$ cat src/rtl/mips_pkg.sv
`default_nettype none
// ============================================================================
// Module   : mips_pkg
// Purpose  : Shared constants for the MIPS registered N:1 selector.
//            BAD_ZERO / BAD_HOLD encode the out-of-range select policy;
//            ERR_CNT_W is the width of the saturating error counter.
// Revision : 1.0 - initial release
// ============================================================================
package mips_pkg;

    // Out-of-range select policy values for BAD_MODE
    localparam int BAD_ZERO  = 0;   // bad beat carries all-zeros data
    localparam int BAD_HOLD  = 1;   // bad beat carries the last good data

    // Error counter width and its saturation value
    localparam int ERR_CNT_W = 8;
    localparam logic [ERR_CNT_W-1:0] ERR_CNT_MAX = '1;

endpackage : mips_pkg
`default_nettype wire

$ cat src/rtl/mips_skid_buf.sv
`default_nettype none
// ============================================================================
// Module   : mips_skid_buf
// Purpose  : 2-entry valid/ready skid buffer. The main register M drives the
//            output; the skid register S absorbs one extra beat when the
//            output stalls, so the upstream ready is purely registered state
//            (plus reset) and throughput stays at one beat per cycle.
// Ports    : clk, rst          - clock, asynchronous active-high reset
//            in_payload/valid  - upstream beat
//            in_ready          - block can accept a beat (~S.valid & ~rst)
//            out_payload/valid - head-of-line beat (register M)
//            out_ready         - downstream accepts
// Revision : 1.0 - initial release
// ============================================================================
module mips_skid_buf #(
    parameter int PW = 8
) (
    input  logic          clk,
    input  logic          rst,
    input  logic [PW-1:0] in_payload,
    input  logic          in_valid,
    output logic          in_ready,
    output logic [PW-1:0] out_payload,
    output logic          out_valid,
    input  logic          out_ready
);

    logic [PW-1:0] r_m_data;
    logic          r_m_valid;
    logic [PW-1:0] r_s_data;
    logic          r_s_valid;

    logic w_acc;
    logic w_fire;

    // Ready is forced low while reset is held so nothing is accepted into
    // registers that are being cleared.
    assign in_ready = ~r_s_valid & ~rst;
    assign w_acc    = in_valid & in_ready;
    assign w_fire   = r_m_valid & out_ready;

    always_ff @(posedge clk or posedge rst) begin
        if (rst) begin
            r_m_data  <= '0;
            r_m_valid <= 1'b0;
            r_s_data  <= '0;
            r_s_valid <= 1'b0;
        end else begin
            if (w_fire && r_s_valid) begin
                // Skid entry moves up; in_ready was low so no accept here.
                r_m_data  <= r_s_data;
                r_s_valid <= 1'b0;
            end else if (w_acc && (!r_m_valid || w_fire)) begin
                // M empty or draining this cycle: new beat goes straight to M.
                r_m_data  <= in_payload;
                r_m_valid <= 1'b1;
            end else if (w_acc) begin
                // M occupied and stalled: park the beat in S.
                r_s_data  <= in_payload;
                r_s_valid <= 1'b1;
            end else if (w_fire) begin
                r_m_valid <= 1'b0;
            end
        end
    end

    assign out_payload = r_m_data;
    assign out_valid   = r_m_valid;

endmodule : mips_skid_buf
`default_nettype wire

$ cat src/rtl/mips_muxn_pipe.sv
`default_nettype none
// ============================================================================
// Module   : mips_muxn_pipe
// Purpose  : Registered N:1 selector with valid/ready handshake. Selects one
//            WIDTH-bit slice of in_data by in_sel, tags the beat with the
//            select and an out-of-range flag, and passes it through a 2-entry
//            skid buffer. Out-of-range selects yield zeros or the last good
//            data (BAD_MODE) and are counted in sel_err / err_cnt.
// Ports    : clk, rst               - clock, asynchronous active-high reset
//            in_data, in_sel        - flattened inputs, input index
//            in_valid, in_ready     - upstream handshake
//            out_data, out_src,
//            out_bad                - selected data, captured select, bad flag
//            out_valid, out_ready   - downstream handshake
//            clr_err                - synchronous clear of error state
//            sel_err, err_cnt       - sticky error flag, saturating counter
// Revision : 1.0 - initial release
// ============================================================================
module mips_muxn_pipe
    import mips_pkg::*;
#(
    parameter  int WIDTH    = 32,
    parameter  int NUM_IN   = 3,
    parameter  int BAD_MODE = BAD_ZERO,
    localparam int SEL_W    = $clog2(NUM_IN)
) (
    input  logic                    clk,
    input  logic                    rst,
    input  logic [NUM_IN*WIDTH-1:0] in_data,
    input  logic [SEL_W-1:0]        in_sel,
    input  logic                    in_valid,
    output logic                    in_ready,
    output logic [WIDTH-1:0]        out_data,
    output logic [SEL_W-1:0]        out_src,
    output logic                    out_bad,
    output logic                    out_valid,
    input  logic                    out_ready,
    input  logic                    clr_err,
    output logic                    sel_err,
    output logic [ERR_CNT_W-1:0]    err_cnt
);

    localparam int PW = WIDTH + SEL_W + 1;

    logic [WIDTH-1:0]     w_sel_data;
    logic                 w_good;
    logic                 w_acc;
    logic [WIDTH-1:0]     w_beat_data;
    logic [PW-1:0]        w_in_payload;
    logic [PW-1:0]        w_out_payload;
    logic                 w_sb_ready;

    logic [WIDTH-1:0]     r_last_good;
    logic                 r_sel_err;
    logic [ERR_CNT_W-1:0] r_err_cnt;

    logic                 w_err_base;
    logic [ERR_CNT_W-1:0] w_cnt_base;

    // When NUM_IN fills the select space every code is legal; this avoids a
    // constant-true comparison and keeps the error path statically dead.
    generate
        if (NUM_IN == (1 << SEL_W)) begin : g_pow2
            assign w_good = 1'b1;
        end else begin : g_range
            assign w_good = (32'(in_sel) < NUM_IN);
        end
    endgenerate

    // Index decode; an out-of-range select leaves the default of zero.
    always_comb begin
        w_sel_data = '0;
        for (int i = 0; i < NUM_IN; i++) begin
            if (in_sel == SEL_W'(i)) begin
                w_sel_data = in_data[i*WIDTH +: WIDTH];
            end
        end
    end

    always_comb begin
        w_beat_data = w_sel_data;
        if (!w_good) begin
            w_beat_data = (BAD_MODE == BAD_HOLD) ? r_last_good : '0;
        end
    end

    assign w_in_payload = {w_beat_data, in_sel, ~w_good};
    assign w_acc        = in_valid & w_sb_ready;

    mips_skid_buf #(
        .PW (PW)
    ) u_skid (
        .clk         (clk),
        .rst         (rst),
        .in_payload  (w_in_payload),
        .in_valid    (in_valid),
        .in_ready    (w_sb_ready),
        .out_payload (w_out_payload),
        .out_valid   (out_valid),
        .out_ready   (out_ready)
    );

    assign in_ready = w_sb_ready;
    assign {out_data, out_src, out_bad} = w_out_payload;

    always_ff @(posedge clk or posedge rst) begin
        if (rst) begin
            r_last_good <= '0;
        end else if (w_acc && w_good) begin
            r_last_good <= w_sel_data;
        end
    end

    // Clear is applied first, then a bad accept in the same cycle counts on
    // top of the cleared value (so clear + bad leaves flag=1, count=1).
    assign w_err_base = clr_err ? 1'b0 : r_sel_err;
    assign w_cnt_base = clr_err ? '0   : r_err_cnt;

    always_ff @(posedge clk or posedge rst) begin
        if (rst) begin
            r_sel_err <= 1'b0;
            r_err_cnt <= '0;
        end else if (w_acc && !w_good) begin
            r_sel_err <= 1'b1;
            r_err_cnt <= (w_cnt_base == ERR_CNT_MAX) ? w_cnt_base
                                                     : w_cnt_base + 1'b1;
        end else begin
            r_sel_err <= w_err_base;
            r_err_cnt <= w_cnt_base;
        end
    end

    assign sel_err = r_sel_err;
    assign err_cnt = r_err_cnt;

endmodule : mips_muxn_pipe
`default_nettype wire

$ cat config.mk
export PLATFORM = sky130hd
export DESIGN_NAME = mips_muxn_pipe
export DESIGN_NICKNAME = d
export VERILOG_FILES = /design/src/rtl/mips_pkg.sv /design/src/rtl/mips_skid_buf.sv /design/src/rtl/mips_muxn_pipe.sv
export SDC_FILE = /design/constraint.sdc
export NUM_CORES = 1
export LEC_CHECK = 0
export CAP_MARGIN = 20
export CORE_MARGIN = 8
export CORE_UTILIZATION = 40
export DETAILED_ROUTE_END_ITERATION = 6
export PLACE_DENSITY = 0.77
export SLEW_MARGIN = 40
export SYNTH_ARGS = -nofsm -noshare
export SYNTH_HDL_FRONTEND = slang
export SYNTH_SLANG_ARGS = --single-unit
$ cat constraint.sdc
create_clock -name clk -period 2.7 [get_ports clk]
set_input_delay 0.54 -clock clk [delete_from_list [all_inputs] [get_ports clk]]
set_output_delay 0.54 -clock clk [all_outputs]
set_load 0.005 [all_outputs]
==> summary.txt <==
Clock network
  • Inserted Clock Buffers: 9
  • Clock-pin slew on the worst setup and hold paths: 80 ps
  • Skew-Pair Late Insertion Delay: 350 ps
  • Clock buffer depth: 2
  • # Post-CTS Setup Buffers: 0
  • Clock Sinks: 81
  • Clock root cell: clkbuf_8
  • Resized Gates After CTS: 0
  • H-tree depth: 3
  • Cts hold-fix bufs: 0
  • TritonCTS clock tree: built

Layout
  • Commonest cells after routing, fill and taps aside: clkdlybuf4s50_1, dfrtp_1, o21ai_0
  • Final cell count without fillers: 682
  • Layout cells sized above 1: 0.0619
  • P&R area growth vs syn: 47.5%
  • Fill count: 837
  • Antenna fix cells: 0
  • Area of the multi-input gates: 1710 um^2
  • Finished layout cell area: 5720 um^2
  • Final Util: 0.596
  • Commonest non-fill, non-tap cell in the layout: clkdlybuf4s50_1
  • Final #Nets: 648
  • Register area: 2030 um^2

Drt
  • Final ANT Viol Nets: 0
  • WL/cell: 17.0 um
  • Residual DRC: 0
  • Total Wirelength: 11600 um
  • 1st-pass router iterations: 5
  • Total number of vias: 3556
  • Via density: 5.21
  • DRT iter0 DRCs: 164

Outcome
  • Status: finished, final reports clean

Yosys
  • Async SR Flop Fraction: 1.00
  • Post-synth EDFFs: 0
  • Sequential element share of the synthesized area: 0.523
  • Mapped cell area: 3870 um^2
  • Synth Flop Type: dfrtp_1
  • Main area contributors after synthesis: dfrtp_1, o21ai_0, mux2i_1, a22oi_1, a21oi_1
  • Synth Instances: 404
  • Synth Warn #: 0
  • Synth cell types: 36
  • Cell taking the most area after synthesis: dfrtp_1
  • Top-area cell type share of the netlist area: 0.523
  • Synthesized Nets: 507
  • #FFs+latches synth: 81
  • Syn avg cell area: 9.59 um^2

Setup path
  • Slowest CP cell: clkdlybuf4s50_1
  • CP endpoint kind: output pin
  • Largest stage delay, worst path: 530 ps
  • FF-to-FF path depth: 5
  • Worst Setup Start Kind: input pin
  • Top delay family on crit path: buffers and inverters
  • Required @ worst endpoint: 2160 ps
  • Critical path type: input pin to output pin
  • WP buf/inv: 2
  • Critical path depth: 3
  • Crit path cell chain: clkdlybuf4s50_1 -> nor2_1 -> clkdlybuf4s50_1
  • CP most frequent cell: clkdlybuf4s50_1
  • Worst Path Max Fanout: 4
  • R2R Setup Slk: 920 ps
  • CP arrival: 1720 ps

Floorplanning
  • DIE AREA: 13100 um^2
  • Core Area: 9590 um^2
  • Num ports: 149
  • Initial Utilization: 0.404
  • Die Span Y: 114 um
  • Die width: 114 um
  • FP Rows: 36

STA
  • Endpoints failing hold: 0
  • Worst-Margin Slew: 777 ps
  • RSZ-0062 raised after global routing: false
  • Fin Setup TNS: 0 ps
  • Worst Skew: 5.83 ps
  • Endpoints failing setup: 0
  • Crit share post-route: 0.835
  • Min Tclk post-route: 2260 ps
  • Max-slew violation count: 0
  • Fin Hold WS: 485 ps
  • Fmax achieved: 443 MHz
  • Worst rel slew slack: 0.482

Global routing
  • All-Layer GR Usage: 0.178
  • Largest net degree at the start of global routing: 43
  • First-pass GRT wire length: 18500 um
  • Vias in the first global route: 3733
  • Overflow after GRT: 0
  • Antenna violations before repair: 0

Power and ir drop
  • P_leak: 2.45 nW
  • Pwr dens: 802 nW/um^2
  • Internal: 3.18 mW
  • Comb power frac: 0.347
  • Peak VDD IR: 0.307 mV
  • Switching share of power: 0.305
  • Share of power burned in registers: 0.444
  • Part of the power in the clock network: 0.209
  • Switching power total: 1.40 mW

Place
  • Post-DP Area: 5510 um^2
  • Dpl cells: 667
  • Count of buffers from port buffering: 148
  • Gpl congestion: 0.779
  • HPWL after DPL: 8380 um

Hold path
  • HP Class: flip-flop to flip-flop
  • Hold depth: 2

Flow run
  • # Max-Cap Violations: 0
[stage by stage]
stage / setup WS [ps] / total power, mW
global route: 373 / 4.91
global placement: 335 / 3.55
finish: 445 / 4.58
floorplan: 79.9 / 2.68
CTS: 438 / 4.63
detailed placement: 341 / 3.66
[cells by family (layout without fill, tap and decap cells)]
logic type	Yosys count	in the layout	share of synthesized area
buffers and inverters	33	178	0.0394
AO/OA/AOI/OAI	148	148	0.220
AND/OR/NAND/NOR	108	108	0.129
multiplexers	33	33	0.0865
flip-flops	81	81	0.523
XOR/XNOR	1	1	0.00226
[power by group through the flow]
stage	sequential [mW]	combinational (mW)	clock [mW]
floorplan	2.01	0.673	0
global placement	2.02	1.54	0
detailed placement	2.04	1.62	0
CTS	2.03	1.62	0.982
global route	2.10	1.77	1.04
finish	2.03	1.59	0.958
[worst paths after layout]
path | start | endpoint
max | rst | in_ready
max in group asynchronous | rst | u_skid.out_payload[17]
min reg2reg | u_skid.r_s_data[12] | u_skid.r_s_data[12]
min in group asynchronous | rst | u_skid.r_s_data[3]
min | u_skid.r_s_data[12] | u_skid.r_s_data[12]
max reg2reg | u_skid.r_s_valid | u_skid.out_payload[18]
[flip-flops by register name (all words and copies together), names as in the netlist]
register and count:
err_cnt 8, sel_err 1, u_skid.out_valid 1, u_skid.r_s_data 35, u_skid.r_s_valid 1, u_skid.out_payload 35
[tightest hold or removal path, cell delays in order (launching register included)]
cell and delay [ps]:
dfrtp_1 350, nand2_1 40, o21ai_0 60
[synth_stat cells, drive strengths merged (2+ instances only)]
master,count
nand2b,2
clkbuf,10
a221o,2
a211oi,2
a21oi,40
nor2,41
o21ai,68
nand2,46
buf,19
nor3,6
dfrtp,81
inv,4
a22oi,32
mux2i,32
and3,2
nor2b,3
[layout make-up]
type / count / share of cell area
sequential: 81 / 0.355
clock inverter: 3 / 0.0114
timing repair buffer: 159 / 0.278
tap: 133 / 0.0291
multi-input combinational: 290 / 0.298
clock buffer: 12 / 0.0254
inverter: 4 / 0.00285
[per-layer routing]
| metal | routed length, um | track usage | up-vias |
|---|---|---|---|
| li1 | - | - | 1715 |
| met1 | 4790 | 0.200 | 1707 |
| met2 | 5850 | 0.312 | 123 |
| met3 | 853 | 0.0617 | 11 |
| met4 | 108 | 0.0488 | 0 |
| met5 | 0 | 0 | - |
Note: power is estimated with default switching activity, not from simulation.
